File: src/rtl/wt_mem_req_arbiter_if.sv
// Bundle of every signal between the N client ports, the arbiter and the
// single memory adapter, apart from clock and reset.
//   slave  : arbiter side (takes client requests and adapter returns)
//   master : environment side (clients + adapter driving the arbiter)
// Client vectors are packed per port: port k at [k*W +: W].
// mem_tid_o and mem_rtrn_tid_i carry {port index, client tid}.
interface wt_mem_req_arbiter_if #(
    parameter int unsigned NumPorts     = 2,
    parameter int unsigned PayloadWidth = 128,
    parameter int unsigned TidWidth     = 2,
    parameter int unsigned RtrnWidth    = 128
);
    localparam int unsigned PW = (NumPorts > 1) ? $clog2(NumPorts) : 1;

    logic                             stall_i;
    logic                             busy_o;
    logic                             error_o;
    logic [NumPorts-1:0]              req_i;
    logic [NumPorts*PayloadWidth-1:0] payload_i;
    logic [NumPorts*TidWidth-1:0]     tid_i;
    logic [NumPorts-1:0]              ack_o;
    logic                             mem_req_o;
    logic [PayloadWidth-1:0]          mem_payload_o;
    logic [TidWidth+PW-1:0]           mem_tid_o;
    logic                             mem_ack_i;
    logic                             mem_rtrn_vld_i;
    logic [TidWidth+PW-1:0]           mem_rtrn_tid_i;
    logic [RtrnWidth-1:0]             mem_rtrn_data_i;
    logic [NumPorts-1:0]              rtrn_vld_o;
    logic [TidWidth-1:0]              rtrn_tid_o;
    logic [RtrnWidth-1:0]             rtrn_data_o;

    modport slave (
        input  stall_i, req_i, payload_i, tid_i, mem_ack_i,
               mem_rtrn_vld_i, mem_rtrn_tid_i, mem_rtrn_data_i,
        output busy_o, error_o, ack_o, mem_req_o, mem_payload_o, mem_tid_o,
               rtrn_vld_o, rtrn_tid_o, rtrn_data_o
    );

    modport master (
        output stall_i, req_i, payload_i, tid_i, mem_ack_i,
               mem_rtrn_vld_i, mem_rtrn_tid_i, mem_rtrn_data_i,
        input  busy_o, error_o, ack_o, mem_req_o, mem_payload_o, mem_tid_o,
               rtrn_vld_o, rtrn_tid_o, rtrn_data_o
    );
endinterface

File: src/rtl/wt_mem_req_arbiter.sv
// N-client memory request arbiter in front of the single memory adapter.
// Picks one eligible client (round-robin or fixed priority), presents its
// payload to the adapter until accepted, tracks per-port outstanding credits
// and routes returns back by the port prefix of the transaction ID.
// Ports:
//   clk_i  : clock
//   rst_ni : asynchronous active-low reset
//   bus    : client / adapter signal bundle (slave modport)
//
// state | meaning
// IDLE  | no grant held; arbitrate among eligible ports unless stalled
// GRANT | port gnt_q presented to adapter, waiting for mem_ack_i
module wt_mem_req_arbiter #(
    parameter int unsigned NumPorts       = 2,
    parameter int unsigned PayloadWidth   = 128,
    parameter int unsigned TidWidth       = 2,
    parameter int unsigned RtrnWidth      = 128,
    parameter int unsigned MaxOutstanding = 4,
    parameter int unsigned ArbMode        = 0
) (
    input  logic                   clk_i,
    input  logic                   rst_ni,
    wt_mem_req_arbiter_if.slave    bus
);
    localparam int unsigned PW = (NumPorts > 1) ? $clog2(NumPorts) : 1;
    localparam int unsigned CW = $clog2(MaxOutstanding + 1);

    typedef enum logic {IDLE, GRANT} state_e;

    state_e                  state_q, state_d;
    logic [PW-1:0]           gnt_q, gnt_d;
    logic [PW-1:0]           rr_q, rr_d;
    logic [CW-1:0]           cnt_q [NumPorts];
    logic [CW-1:0]           cnt_d [NumPorts];
    logic                    error_q;

    logic [NumPorts-1:0]     elig, zero, hit, ack;
    logic [PW-1:0]           win;
    logic                    win_vld;
    logic                    ack_fire;
    logic                    err_set;
    logic [PW-1:0]           rtrn_port;
    logic [PayloadWidth-1:0] sel_payload;
    logic [TidWidth-1:0]     sel_tid;

    // Arbitration only sees registered credits, so a return frees a slot
    // for selection one cycle later.
    always_comb begin
        for (int k = 0; k < NumPorts; k++) begin
            zero[k] = (cnt_q[k] == '0);
            elig[k] = bus.req_i[k] && (cnt_q[k] < CW'(MaxOutstanding));
        end
    end

    always_comb begin
        win     = '0;
        win_vld = 1'b0;
        if (ArbMode == 1) begin
            for (int k = NumPorts - 1; k >= 0; k--) begin
                if (elig[k]) begin
                    win     = PW'(k);
                    win_vld = 1'b1;
                end
            end
        end else begin
            // First pass: lowest eligible index at or after rr_q.
            // Second pass: wrap around to the lowest eligible index overall.
            for (int k = 0; k < NumPorts; k++) begin
                if (!win_vld && elig[k] && (PW'(k) >= rr_q)) begin
                    win     = PW'(k);
                    win_vld = 1'b1;
                end
            end
            for (int k = 0; k < NumPorts; k++) begin
                if (!win_vld && elig[k]) begin
                    win     = PW'(k);
                    win_vld = 1'b1;
                end
            end
        end
    end

    always_comb begin
        state_d  = state_q;
        gnt_d    = gnt_q;
        rr_d     = rr_q;
        ack_fire = 1'b0;
        case (state_q)
            IDLE: begin
                if (!bus.stall_i && win_vld) begin
                    gnt_d   = win;
                    state_d = GRANT;
                end
            end
            GRANT: begin
                // stall_i is deliberately ignored here: a grant in flight completes.
                if (bus.mem_ack_i) begin
                    ack_fire = 1'b1;
                    state_d  = IDLE;
                    rr_d     = (gnt_q == PW'(NumPorts - 1)) ? '0 : gnt_q + 1'b1;
                end
            end
            default: state_d = IDLE;
        endcase
    end

    always_comb begin
        sel_payload = '0;
        sel_tid     = '0;
        for (int k = 0; k < NumPorts; k++) begin
            ack[k] = ack_fire && (gnt_q == PW'(k));
            if (gnt_q == PW'(k)) begin
                sel_payload = bus.payload_i[k*PayloadWidth +: PayloadWidth];
                sel_tid     = bus.tid_i[k*TidWidth +: TidWidth];
            end
        end
    end

    assign bus.mem_req_o     = (state_q == GRANT);
    assign bus.mem_payload_o = (state_q == GRANT) ? sel_payload : '0;
    assign bus.mem_tid_o     = (state_q == GRANT) ? {gnt_q, sel_tid} : '0;
    assign bus.ack_o         = ack;

    // A prefix that matches no port leaves hit all-zero: the return is dropped.
    // A return to a port with no credit is still delivered but flagged.
    assign rtrn_port = bus.mem_rtrn_tid_i[TidWidth +: PW];

    always_comb begin
        for (int k = 0; k < NumPorts; k++) begin
            hit[k] = bus.mem_rtrn_vld_i && (rtrn_port == PW'(k));
            cnt_d[k] = cnt_q[k];
            case ({ack[k], hit[k] & ~zero[k]})
                2'b10:   cnt_d[k] = cnt_q[k] + 1'b1;
                2'b01:   cnt_d[k] = cnt_q[k] - 1'b1;
                default: cnt_d[k] = cnt_q[k];
            endcase
        end
    end

    assign err_set = bus.mem_rtrn_vld_i && ((hit == '0) || ((hit & zero) != '0));

    assign bus.rtrn_vld_o  = hit;
    assign bus.rtrn_tid_o  = bus.mem_rtrn_tid_i[TidWidth-1:0];
    assign bus.rtrn_data_o = bus.mem_rtrn_data_i;
    assign bus.busy_o      = (state_q == GRANT) || (zero != {NumPorts{1'b1}});
    assign bus.error_o     = error_q;

    always_ff @(posedge clk_i or negedge rst_ni) begin
        if (!rst_ni) begin
            state_q <= IDLE;
            gnt_q   <= '0;
            rr_q    <= '0;
            error_q <= 1'b0;
            for (int k = 0; k < NumPorts; k++) begin
                cnt_q[k] <= '0;
            end
        end else begin
            state_q <= state_d;
            gnt_q   <= gnt_d;
            rr_q    <= rr_d;
            error_q <= error_q | err_set;
            for (int k = 0; k < NumPorts; k++) begin
                cnt_q[k] <= cnt_d[k];
            end
        end
    end
endmodule
File: src/flat_wrapper.sv
// flat-port wrapper written by rule: the top's interface ports become plain ports
module wt_mem_req_arbiter_flat 
#(
    parameter int unsigned NumPorts       = 2,
    parameter int unsigned PayloadWidth   = 128,
    parameter int unsigned TidWidth       = 2,
    parameter int unsigned RtrnWidth      = 128,
    parameter int unsigned MaxOutstanding = 4,
    parameter int unsigned ArbMode        = 0
)
  (clk_i, rst_ni, bus_stall_i, bus_req_i, bus_payload_i, bus_tid_i, bus_mem_ack_i, bus_mem_rtrn_vld_i, bus_mem_rtrn_tid_i, bus_mem_rtrn_data_i, bus_busy_o, bus_error_o, bus_ack_o, bus_mem_req_o, bus_mem_payload_o, bus_mem_tid_o, bus_rtrn_vld_o, bus_rtrn_tid_o, bus_rtrn_data_o);
  wt_mem_req_arbiter_if #(.NumPorts(NumPorts), .PayloadWidth(PayloadWidth), .TidWidth(TidWidth), .RtrnWidth(RtrnWidth)) bus_i ();
  input  logic clk_i;
  input  logic rst_ni;
  input wire logic [$bits(bus_i.stall_i)-1:0] bus_stall_i;
  input wire logic [$bits(bus_i.req_i)-1:0] bus_req_i;
  input wire logic [$bits(bus_i.payload_i)-1:0] bus_payload_i;
  input wire logic [$bits(bus_i.tid_i)-1:0] bus_tid_i;
  input wire logic [$bits(bus_i.mem_ack_i)-1:0] bus_mem_ack_i;
  input wire logic [$bits(bus_i.mem_rtrn_vld_i)-1:0] bus_mem_rtrn_vld_i;
  input wire logic [$bits(bus_i.mem_rtrn_tid_i)-1:0] bus_mem_rtrn_tid_i;
  input wire logic [$bits(bus_i.mem_rtrn_data_i)-1:0] bus_mem_rtrn_data_i;
  output wire logic [$bits(bus_i.busy_o)-1:0] bus_busy_o;
  output wire logic [$bits(bus_i.error_o)-1:0] bus_error_o;
  output wire logic [$bits(bus_i.ack_o)-1:0] bus_ack_o;
  output wire logic [$bits(bus_i.mem_req_o)-1:0] bus_mem_req_o;
  output wire logic [$bits(bus_i.mem_payload_o)-1:0] bus_mem_payload_o;
  output wire logic [$bits(bus_i.mem_tid_o)-1:0] bus_mem_tid_o;
  output wire logic [$bits(bus_i.rtrn_vld_o)-1:0] bus_rtrn_vld_o;
  output wire logic [$bits(bus_i.rtrn_tid_o)-1:0] bus_rtrn_tid_o;
  output wire logic [$bits(bus_i.rtrn_data_o)-1:0] bus_rtrn_data_o;
  assign bus_i.stall_i = bus_stall_i;
  assign bus_i.req_i = bus_req_i;
  assign bus_i.payload_i = bus_payload_i;
  assign bus_i.tid_i = bus_tid_i;
  assign bus_i.mem_ack_i = bus_mem_ack_i;
  assign bus_i.mem_rtrn_vld_i = bus_mem_rtrn_vld_i;
  assign bus_i.mem_rtrn_tid_i = bus_mem_rtrn_tid_i;
  assign bus_i.mem_rtrn_data_i = bus_mem_rtrn_data_i;
  assign bus_busy_o = bus_i.busy_o;
  assign bus_error_o = bus_i.error_o;
  assign bus_ack_o = bus_i.ack_o;
  assign bus_mem_req_o = bus_i.mem_req_o;
  assign bus_mem_payload_o = bus_i.mem_payload_o;
  assign bus_mem_tid_o = bus_i.mem_tid_o;
  assign bus_rtrn_vld_o = bus_i.rtrn_vld_o;
  assign bus_rtrn_tid_o = bus_i.rtrn_tid_o;
  assign bus_rtrn_data_o = bus_i.rtrn_data_o;
  wt_mem_req_arbiter #(.NumPorts(NumPorts), .PayloadWidth(PayloadWidth), .TidWidth(TidWidth), .RtrnWidth(RtrnWidth), .MaxOutstanding(MaxOutstanding), .ArbMode(ArbMode)) u_core (.clk_i(clk_i), .rst_ni(rst_ni), .bus(bus_i));
endmodule
File: config.mk
export PLATFORM = sky130hd
export DESIGN_NAME = wt_mem_req_arbiter_flat
export DESIGN_NICKNAME = d
export VERILOG_FILES = /design/src/rtl/wt_mem_req_arbiter_if.sv /design/src/rtl/wt_mem_req_arbiter.sv /design/src/flat_wrapper.sv
export SDC_FILE = /design/constraint.sdc
export NUM_CORES = 1
export LEC_CHECK = 0
export BUFFER_PORTS_ARGS = -buffer_cell sky130_fd_sc_hd__buf_2
export CORE_AREA = 2 2 256 258
export DETAILED_ROUTE_END_ITERATION = 16
export DIE_AREA = 0 0 258 260
export HOLD_SLACK_MARGIN = 0.1
export PLACE_DENSITY = 0.3
export SETUP_SLACK_MARGIN = 0.4
export SLEW_MARGIN = 0
export SYNTH_ARGS = -nofsm -noshare
export SYNTH_HDL_FRONTEND = slang
export SYNTH_SLANG_ARGS = --single-unit
File: constraint.sdc
create_clock -name clk_i -period 2.4 [get_ports clk_i]
set_input_delay 0.6 -clock clk_i [delete_from_list [all_inputs] [get_ports clk_i]]
set_output_delay 0.6 -clock clk_i [all_outputs]
set_load 0.01 [all_outputs]
==> results.toml, run 1 <==
[finish]
nets = 1174
layout.area.seq_um2 = 258
utilization_pct = 10.8
drive_gt1_share_pct = 64.3
nFillCells = 7446
multi_input_area_um2 = 2590
area_delta_synth_final_pct = 80.4

[status]
status = "completed"

[sta]
tightest_slew_ns = 0.272
max_freq_ghz = 0.448
finalSetupViolations = 0
fin_crit_sh_pct = 93.1
fin_crit_ns = 2.23
rsz0062_at_grt = "yes"
slew_violations = 0
relSlewSlack_pct = 81.8
hold_viol = 0
fin_skew_ns = 0.000573
setup-tns-final_ns = 0

[worst_setup_path]
worstSetupPathType = "flip-flop to primary output"
endpoint_kind = "primary output"
cp.arrival_ns = 1.63
cp_max_fo = 16
worstPathRequired_ns = 1.80
cp-start-kind = "flip-flop"

[yosys]
synth_top_family_by_area = "multiplexers"
synth.distinct_cells = 26
synth_area_leaders = "mux2i_1 (34%), buf_4 (27%), nor2b_1 (22%), dfrtp_1 (6.5%), buf_6 (2.1%)"
ys_ff_latch = 10
synth_flop_cell = "dfrtp_1"
synthMuxAreaShare_pct = 34.7
synth_fp_nets = 871
synth_edf_count = 0
synth_area_um2 = 3840
synth_xor_area_share_pct = 1.37
yosysMostFrequentCell = "buf_4"
synth.largest_area_cell = "mux2i_1"
ys_async_sr_fraction_pct = 100
avgSynthCellArea_um2 = 8.18
syn_inst = 469
synthAdderAreaFrac_pct = 1.69
yosysTopAreaCellShare_pct = 34.2
synth_compound_area_share_pct = 1.08
synthTopCellsByCount = "buf_4 (138), nor2b_1 (132), mux2i_1 (131)"
synth.yosys.seq_area_share_pct = 6.52
synth-simple-area-share_pct = 23.8
yosys_warnings = 0

[die]
rows = 93
die-area_um2 = 67100
ioPinCount = 666
die_h_um = 260
die_width_um = 258
start_util_pct = 5.99
fp.coreArea_um2 = 64100

[worst_hold_path]
holdCritPathClass = "input pin to asynchronous set/reset pin"

[route]
vias = 4323
drt_first_pass_iters = 3
drc = 0
antenna_left = 0
drtIter0Drc = 82
viasPerCell = 2.66
wirelength_um = 21000
post_drt_wl_per_cell_um = 12.9

[cts]
cts_tree = "built"
path_clk_slew_ns = 0.04
cts_root_buf = "clkbuf_16"
htreeDepth = 1
postCtsHoldBufs = 0
clock_sinks = 10
insertion_delay_ns = 0.23
cts_buffers = 3
clockBufferDepth = 2

[placed_design]
numPortBuffers = 405
dp_hpwl_um = 16400
gp_congestion = 0.765

[run]
drv_cap = 0

[pwr]
powerDensity_nw_per_um2 = 903
leakage_nw = 3.58
ir_worst_vdd_uv = 287

[grt]
grt_max_degree = 67
grt_pass1_wl_um = 26000
antenna_found_initial = 3
grt_pass1_vias = 4335
track_usage_pct = 5.30
grt_overflow = 0
sequential cells by signal, summed over array words and instances, names as in the netlist:
register              cells
u_core.bus.error_o        1
u_core.bus.mem_req_o      1
u_core.rr_q               1
u_core.gnt_q              1
u_core.cnt_q              6
cell type report:
cell class	instances	area share, %
repair buffers	458	41.9
flip-flops and latches	10	3.72
well taps	855	15.4
multi-input cells	296	37.4
diodes	2	0.0723
inverters	3	0.163
clock buffers	4	1.28
power breakdown:
group,total [W],switching [W],internal (W)
Combinational,0.00559,0.00248,0.00311
Sequential,0.000341,0.0000804,0.000261
Clock,0.000324,0.0000737,0.000250
metrics by stage:
stage / power (W) / cells / worst slack, ns / area [um^2] / hold slack [ns]
floorplan: 0.00320 / 469 / 0.404 / 3860 / 0.304
global placement: 0.00440 / 1587 / 0.273 / 5990 / 0.446
detailed placement: 0.00436 / 1587 / 0.303 / 5990 / 0.443
CTS: 0.00583 / 1614 / 0.163 / 6600 / 0.226
global route: 0.00667 / 1627 / 0.115 / 6920 / 0.232
finish: 0.00625 / 1628 / 0.166 / 6930 / 0.221
worst max-delay path, stage by stage (launching register included):
cell and delay [ns]:
dfrtp_4 0.50, buf_12 0.17, buf_16 0.18, mux2i_1 0.15
nor2b_1 0.20, buf_2 0.17
metal layers:
metal  share of wire (%)  vias to the layer above  GRT usage (%)
met1                  30                     1861           4.33
met3                  12                       34           2.02
met2                  53                      409           11.0
met4                 4.7                        0           2.36
li1                    -                     2019              -
met5                   0                        -              0
cell families (layout without fill, tap and decap cells):
logic type	Yosys count	after routing
buf+inv	163	465
simple gates	147	147
mux	133	133
flops	10	10
compound gates	6	6
xor+xnor	6	6
fa+ha+maj	4	4
other cells	0	2
repair_timing:
item | CTS | global route
endpoints found under the setup margin | 117 | 138
cloned | 5 | 5
buffers inserted | 18 | 7
resized for setup | 52 | 30
pin swaps | 5 | 11
cell usage in the layout, fill, tap and decap left out, types with 4 or more instances in the layout:
master     netlist  final
buf_2            1    401
nor2b_1        132    128
mux2i_1        131    118
buf_4          138     16
buf_8            0     12
buf_12           0     10
clkbuf_16        0      8
dfrtp_1         10      8
mux2i_2          0      7
buf_16           0      7
buf_6            7      7
mux2i_4          0      6
xnor2_1          5      4
final timing paths:
check                                                   from                             end  slack (ns)  cells past startpoint
worst min register to register  u_core.bus.error_o$_DFF_PN0_    u_core.bus.error_o$_DFF_PN0_        0.45                      1
worst max register to register      u_core.gnt_q$_DFFE_PN0P_     u_core.cnt_q[5]$_DFFE_PN0P_        0.27                     10
worst max-delay path                u_core.gnt_q$_DFFE_PN0P_           bus_mem_payload_o[53]        0.17                      5
max in group asynchronous                             rst_ni  u_core.bus.mem_req_o$_DFF_PN0_        1.96                      1
worst min-delay path                                  rst_ni    u_core.bus.error_o$_DFF_PN0_        0.22                      1
min in group clk_i              u_core.bus.error_o$_DFF_PN0_    u_core.bus.error_o$_DFF_PN0_        0.45                      1
No activity file was read; power rests on OpenSTA's default activity.
==> inputs of run 2 (changes only) <==
--- a/config.mk
+++ b/config.mk
@@ -6,9 +6,9 @@
 export NUM_CORES = 1
 export LEC_CHECK = 0
 export BUFFER_PORTS_ARGS = -buffer_cell sky130_fd_sc_hd__buf_2
-export CORE_AREA = 2 2 256 258
+export CORE_AREA = 3 3 257 259
 export DETAILED_ROUTE_END_ITERATION = 16
-export DIE_AREA = 0 0 258 260
+export DIE_AREA = 0 0 260 262
 export HOLD_SLACK_MARGIN = 0.1
 export PLACE_DENSITY = 0.3
 export SETUP_SLACK_MARGIN = 0.4
==> run 2 against run 1 <==
  * Cell area fell by 2.2%
  * Die area up 1.6%
  * Clock power is 4% higher
  * Non-clock buffer count shrank 7
  * Largest power group unchanged
==> results.toml, run 2 (same netlist as run 1, synthesis figures left out) <==
[route]
drtIter0Drc = 52
vias = 4290
drc = 0
drt_first_pass_iters = 4
post_drt_wl_per_cell_um = 13.0
viasPerCell = 2.65
wirelength_um = 21100
antenna_left = 0

[pwr]
ir_worst_vdd_uv = 353
powerDensity_nw_per_um2 = 884
leakage_nw = 3.51

[sta]
fin_crit_sh_pct = 93.8
slew_violations = 0
tightest_slew_ns = 0.283
fin_crit_ns = 2.25
finalSetupViolations = 0
relSlewSlack_pct = 81.1
holdWs_ns = 0.237
hold_viol = 0
fin_skew_ns = 0.00134
setup-tns-final_ns = 0
rsz0062_at_grt = "yes"
max_freq_ghz = 0.444
setup_ws_ns = 0.149

[placed_design]
pre_cts_slack_ns = 0.198
dp_hpwl_um = 16700
place_area_um2 = 5950
gp_congestion = 0.727
numPortBuffers = 405

[run]
drv_cap = 0

[grt]
grt_max_degree = 70
track_usage_pct = 5.08
grt_pass1_wl_um = 25600
grt_pass1_vias = 4304
antenna_found_initial = 2
grt_overflow = 0

[finish]
layout.area.seq_um2 = 258
nets = 1167
multi_input_area_um2 = 2570
area_delta_synth_final_pct = 76.4
final_common_cell = "buf_2"
final_cell_area_um2 = 6770
utilization_pct = 10.6
largest_reg_flops = 6
nFillCells = 7466
drive_gt1_share_pct = 64.4
largest_register = "u_core.cnt_q"
layout_common_cells = "buf_2 (404), nor2b_1 (130), mux2i_1 (116)"

[die]
rows = 93
fp.coreArea_um2 = 64100
die-area_um2 = 68100
die_width_um = 260
ioPinCount = 666
start_util_pct = 5.99
die_h_um = 262

[worst_setup_path]
worstPathRequired_ns = 1.80
cp_max_fo = 11
endpoint_kind = "primary output"
cp.arrival_ns = 1.65
worstSetupPathType = "flip-flop to primary output"
cp-start-kind = "flip-flop"

[cts]
htreeDepth = 1
insertion_delay_ns = 0.24
cts_root_buf = "clkbuf_16"
clock_sinks = 10
postCtsHoldBufs = 0
cts_tree = "built"
clockBufferDepth = 2
path_clk_slew_ns = 0.04
cts_buffers = 3

[worst_hold_path]
holdCritPathClass = "input pin to asynchronous set/reset pin"

[status]
status = "completed"
==> run 2: cell types whose count changed in the layout (fill, tap and decap cells not counted), sizes merged <==
cell    delta
buf        -5
clkbuf     -2
diode      -1
==> run 2: stage by stage <==
stage | power [W] | cells
CTS | 0.00564 | 1606
floorplan | 0.00320 | 469
finish | 0.00599 | 1620
global placement | 0.00431 | 1581
detailed placement | 0.00427 | 1581
global route | 0.00643 | 1619
==> run 2: repair_timing <==
item	CTS	global route
gates resized for setup	36	21
buffers inserted	13	10
pin swaps	4	4
endpoints found under the setup margin	134	136
gates cloned	8	3
==> run 2: worst paths after layout <==
check / from / end / slack, ns / depth (start not counted)
max in group asynchronous: rst_ni / u_core.bus.mem_req_o$_DFF_PN0_ / 1.91 / 1
min reg2reg: u_core.bus.error_o$_DFF_PN0_ / u_core.bus.error_o$_DFF_PN0_ / 0.47 / 1
max: u_core.gnt_q$_DFFE_PN0P_ / bus_mem_payload_o[30] / 0.15 / 6
max reg2reg: u_core.cnt_q[1]$_DFFE_PN0P_ / u_core.cnt_q[2]$_DFFE_PN0P_ / 0.47 / 7
min in group clk_i: u_core.bus.error_o$_DFF_PN0_ / u_core.bus.error_o$_DFF_PN0_ / 0.47 / 1
min: rst_ni / u_core.bus.error_o$_DFF_PN0_ / 0.24 / 1
==> run 2: worst max-delay path, stage by stage, from the launching register on <==
cell	delay (ns)
dfrtp_4	0.50
buf_12	0.16
buf_4	0.15
buf_6	0.14
mux2i_2	0.22
nor2b_1	0.07
buf_2	0.14
==> run 2: per-layer routing <==
metal | GRT usage (%) | vias to the layer above | part of all wire, %
met5 | 0 | - | 0.033
met4 | 3.35 | 2 | 6.5
met3 | 2.09 | 32 | 14
met2 | 10.2 | 429 | 51
met1 | 3.89 | 1825 | 28
li1 | - | 2002 | -
==> run 2: where the power goes <==
| group | switching, W | total, W | internal [W] |
|---|---|---|---|
| combinational | 0.00237 | 0.00531 | 0.00294 |
| clock | 0.0000854 | 0.000337 | 0.000251 |
| sequential | 0.0000829 | 0.000344 | 0.000261 |
==> run 2: final cells by class <==
cell class / instances / area share (%)
clock buffers: 4 / 1.31
diodes: 1 / 0.0370
inverters: 3 / 0.166
flip-flops and latches: 10 / 3.81
multi-input cells: 296 / 38.0
well taps: 855 / 15.8
repair buffers: 451 / 40.9
==> inputs of run 3 (changes only) <==
--- a/config.mk
+++ b/config.mk
@@ -6,9 +6,10 @@
 export NUM_CORES = 1
 export LEC_CHECK = 0
 export BUFFER_PORTS_ARGS = -buffer_cell sky130_fd_sc_hd__buf_2
-export CORE_AREA = 3 3 257 259
+export CORE_AREA = 2 2 256 258
 export DETAILED_ROUTE_END_ITERATION = 16
-export DIE_AREA = 0 0 260 262
+export DIE_AREA = 0 0 258 260
+export GPL_TIMING_DRIVEN = 0
 export HOLD_SLACK_MARGIN = 0.1
 export PLACE_DENSITY = 0.3
 export SETUP_SLACK_MARGIN = 0.4
==> run 3 against run 2 <==
  * Final cell count up 17%
  * Flip-flop and latch count is the same
  * Utilization up 2.5 points
  * Via count grew 21%
  * Critical path depth is the same
  * Cell area is 24% higher
  * Clock power fell by 1%
  * Total power grew 4.6%
  * Highest routed layer unchanged
  * Count of clock-buffer cells in the layout unchanged
  * Maximum frequency grew 1.4%
==> results.toml, run 3 (same netlist as run 1, synthesis figures left out) <==
[sta]
holdWs_ns = 0.219
setup_ws_ns = 0.181
slew_violations = 0
fin_crit_sh_pct = 92.5
relSlewSlack_pct = 84.2
rsz0062_at_grt = "yes"
hold_viol = 0
fin_skew_ns = 0.00322
fin_crit_ns = 2.22
max_freq_ghz = 0.451
tightest_slew_ns = 0.237
finalSetupViolations = 0

[worst_setup_path]
worstPathRequired_ns = 1.80
cp-start-kind = "flip-flop"
endpoint_kind = "primary output"
cp_max_fo = 7
cp.arrival_ns = 1.62
worstSetupPathType = "flip-flop to primary output"

[finish]
largest_register = "u_core.cnt_q"
layout_common_cells = "buf_2 (533), buf_4 (148), nor2b_1 (127)"
instances_no_fill = 1889
drive_gt1_share_pct = 73.8
final_common_cell = "buf_2"
layout.area.seq_um2 = 250
utilization_pct = 13.1
nets = 1434
nFillCells = 7430
multi_input_area_um2 = 2600
area_delta_synth_final_pct = 118
largest_reg_flops = 6

[cts]
htreeDepth = 1
clockBufferDepth = 2
clock_sinks = 10
cts_tree = "built"
cts_root_buf = "clkbuf_16"
insertion_delay_ns = 0.24
path_clk_slew_ns = 0.04
cts_buffers = 3
postCtsHoldBufs = 0

[pwr]
ir_worst_vdd_uv = 335
p_comb_share_pct = 89.8
p_sw_share_pct = 43.3
seqPwrFrac_pct = 4.9
leakage_nw = 4.63
p_int_w = 0.00355
p_switching_w = 0.00271
powerDensity_nw_per_um2 = 748
total_power_w = 0.00626
clockPowerShare_pct = 5.3

[die]
die_h_um = 260
start_util_pct = 5.99
die-area_um2 = 67100
ioPinCount = 666
fp.coreArea_um2 = 64100
rows = 93
die_width_um = 258

[grt]
grt_pass1_wl_um = 31500
grt_overflow = 0
grt_pass1_vias = 5286
grt_max_degree = 11
track_usage_pct = 6.26
antenna_found_initial = 4

[route]
drt_first_pass_iters = 4
vias = 5189
wirelength_um = 24300
drtIter0Drc = 71
drc = 0
post_drt_wl_per_cell_um = 12.9
antenna_left = 0
viasPerCell = 2.75

[placed_design]
dp_hpwl_um = 21400
gp_congestion = 0.785
dp_cells = 1859
numPortBuffers = 535
pre_cts_slack_ns = -0.322

[status]
status = "completed"

[run]
drv_cap = 0

[worst_hold_path]
holdCritPathClass = "input pin to asynchronous set/reset pin"
==> run 3: stage by stage <==
stage / setup TNS, ns / instance area (um^2)
finish: 0 / 8370
floorplan: 0 / 3860
detailed placement: -1.79 / 7610
global placement: -1.44 / 7610
global route: 0 / 8370
CTS: 0 / 8160
==> run 3: cell type report <==
class / count / area share (%)
Buffer: 160 / 16.5
Timing Repair Buffer: 558 / 35.4
Tap cell: 855 / 12.8
Inverter: 3 / 0.134
Antenna cell: 3 / 0.0897
Clock buffer: 4 / 1.06
Sequential cell: 10 / 2.99
Multi-Input combinational cell: 296 / 31.1
==> run 3: timing repair <==
item                       4_1_cts  5_1_grt
setup endpoints to repair      139      138
pin swaps                        8        2
buffers inserted                13        7
resized for setup               80       30
cloned                           2        1
==> run 3: power by group through the flow <==
stage	logic, W	clock network (W)	registers (W)
global placement	0.00465	0	0.000315
CTS	0.00545	0.000336	0.000310
global route	0.00610	0.000352	0.000316
floorplan	0.00289	0	0.000306
detailed placement	0.00462	0	0.000315
finish	0.00562	0.000333	0.000307
==> run 3: layer usage <==
layer / share of wire, % / vias to the layer above / track usage [%]
li1: - / 2529 / -
met1: 29 / 2269 / 5.38
met2: 57 / 361 / 13.2
met3: 10 / 28 / 1.70
met4: 4.2 / 2 / 2.59
met5: 0.054 / - / 0
==> run 3: final timing paths <==
path                                                   start                      endpoint  slack [ns]  cells past startpoint
max in group asynchronous                             rst_ni   u_core.cnt_q[0]$_DFFE_PN0P_        1.98                      1
worst max register to register      u_core.gnt_q$_DFFE_PN0P_   u_core.cnt_q[4]$_DFFE_PN0P_        0.28                      9
worst min-delay path                                  rst_ni   u_core.cnt_q[3]$_DFFE_PN0P_        0.22                      1
worst max-delay path                u_core.gnt_q$_DFFE_PN0P_         bus_mem_payload_o[36]        0.18                      6
min in group clk_i              u_core.bus.error_o$_DFF_PN0_  u_core.bus.error_o$_DFF_PN0_        0.45                      1
worst min register to register  u_core.bus.error_o$_DFF_PN0_  u_core.bus.error_o$_DFF_PN0_        0.45                      1
==> run 3: critical path, cell delays in order, from the launching register on <==
cell       delay (ns)
dfrtp_1          0.39
buf_12           0.16
buf_4            0.16
bufbuf_16        0.28
mux2i_1          0.11
nor2b_1          0.12
buf_2            0.15
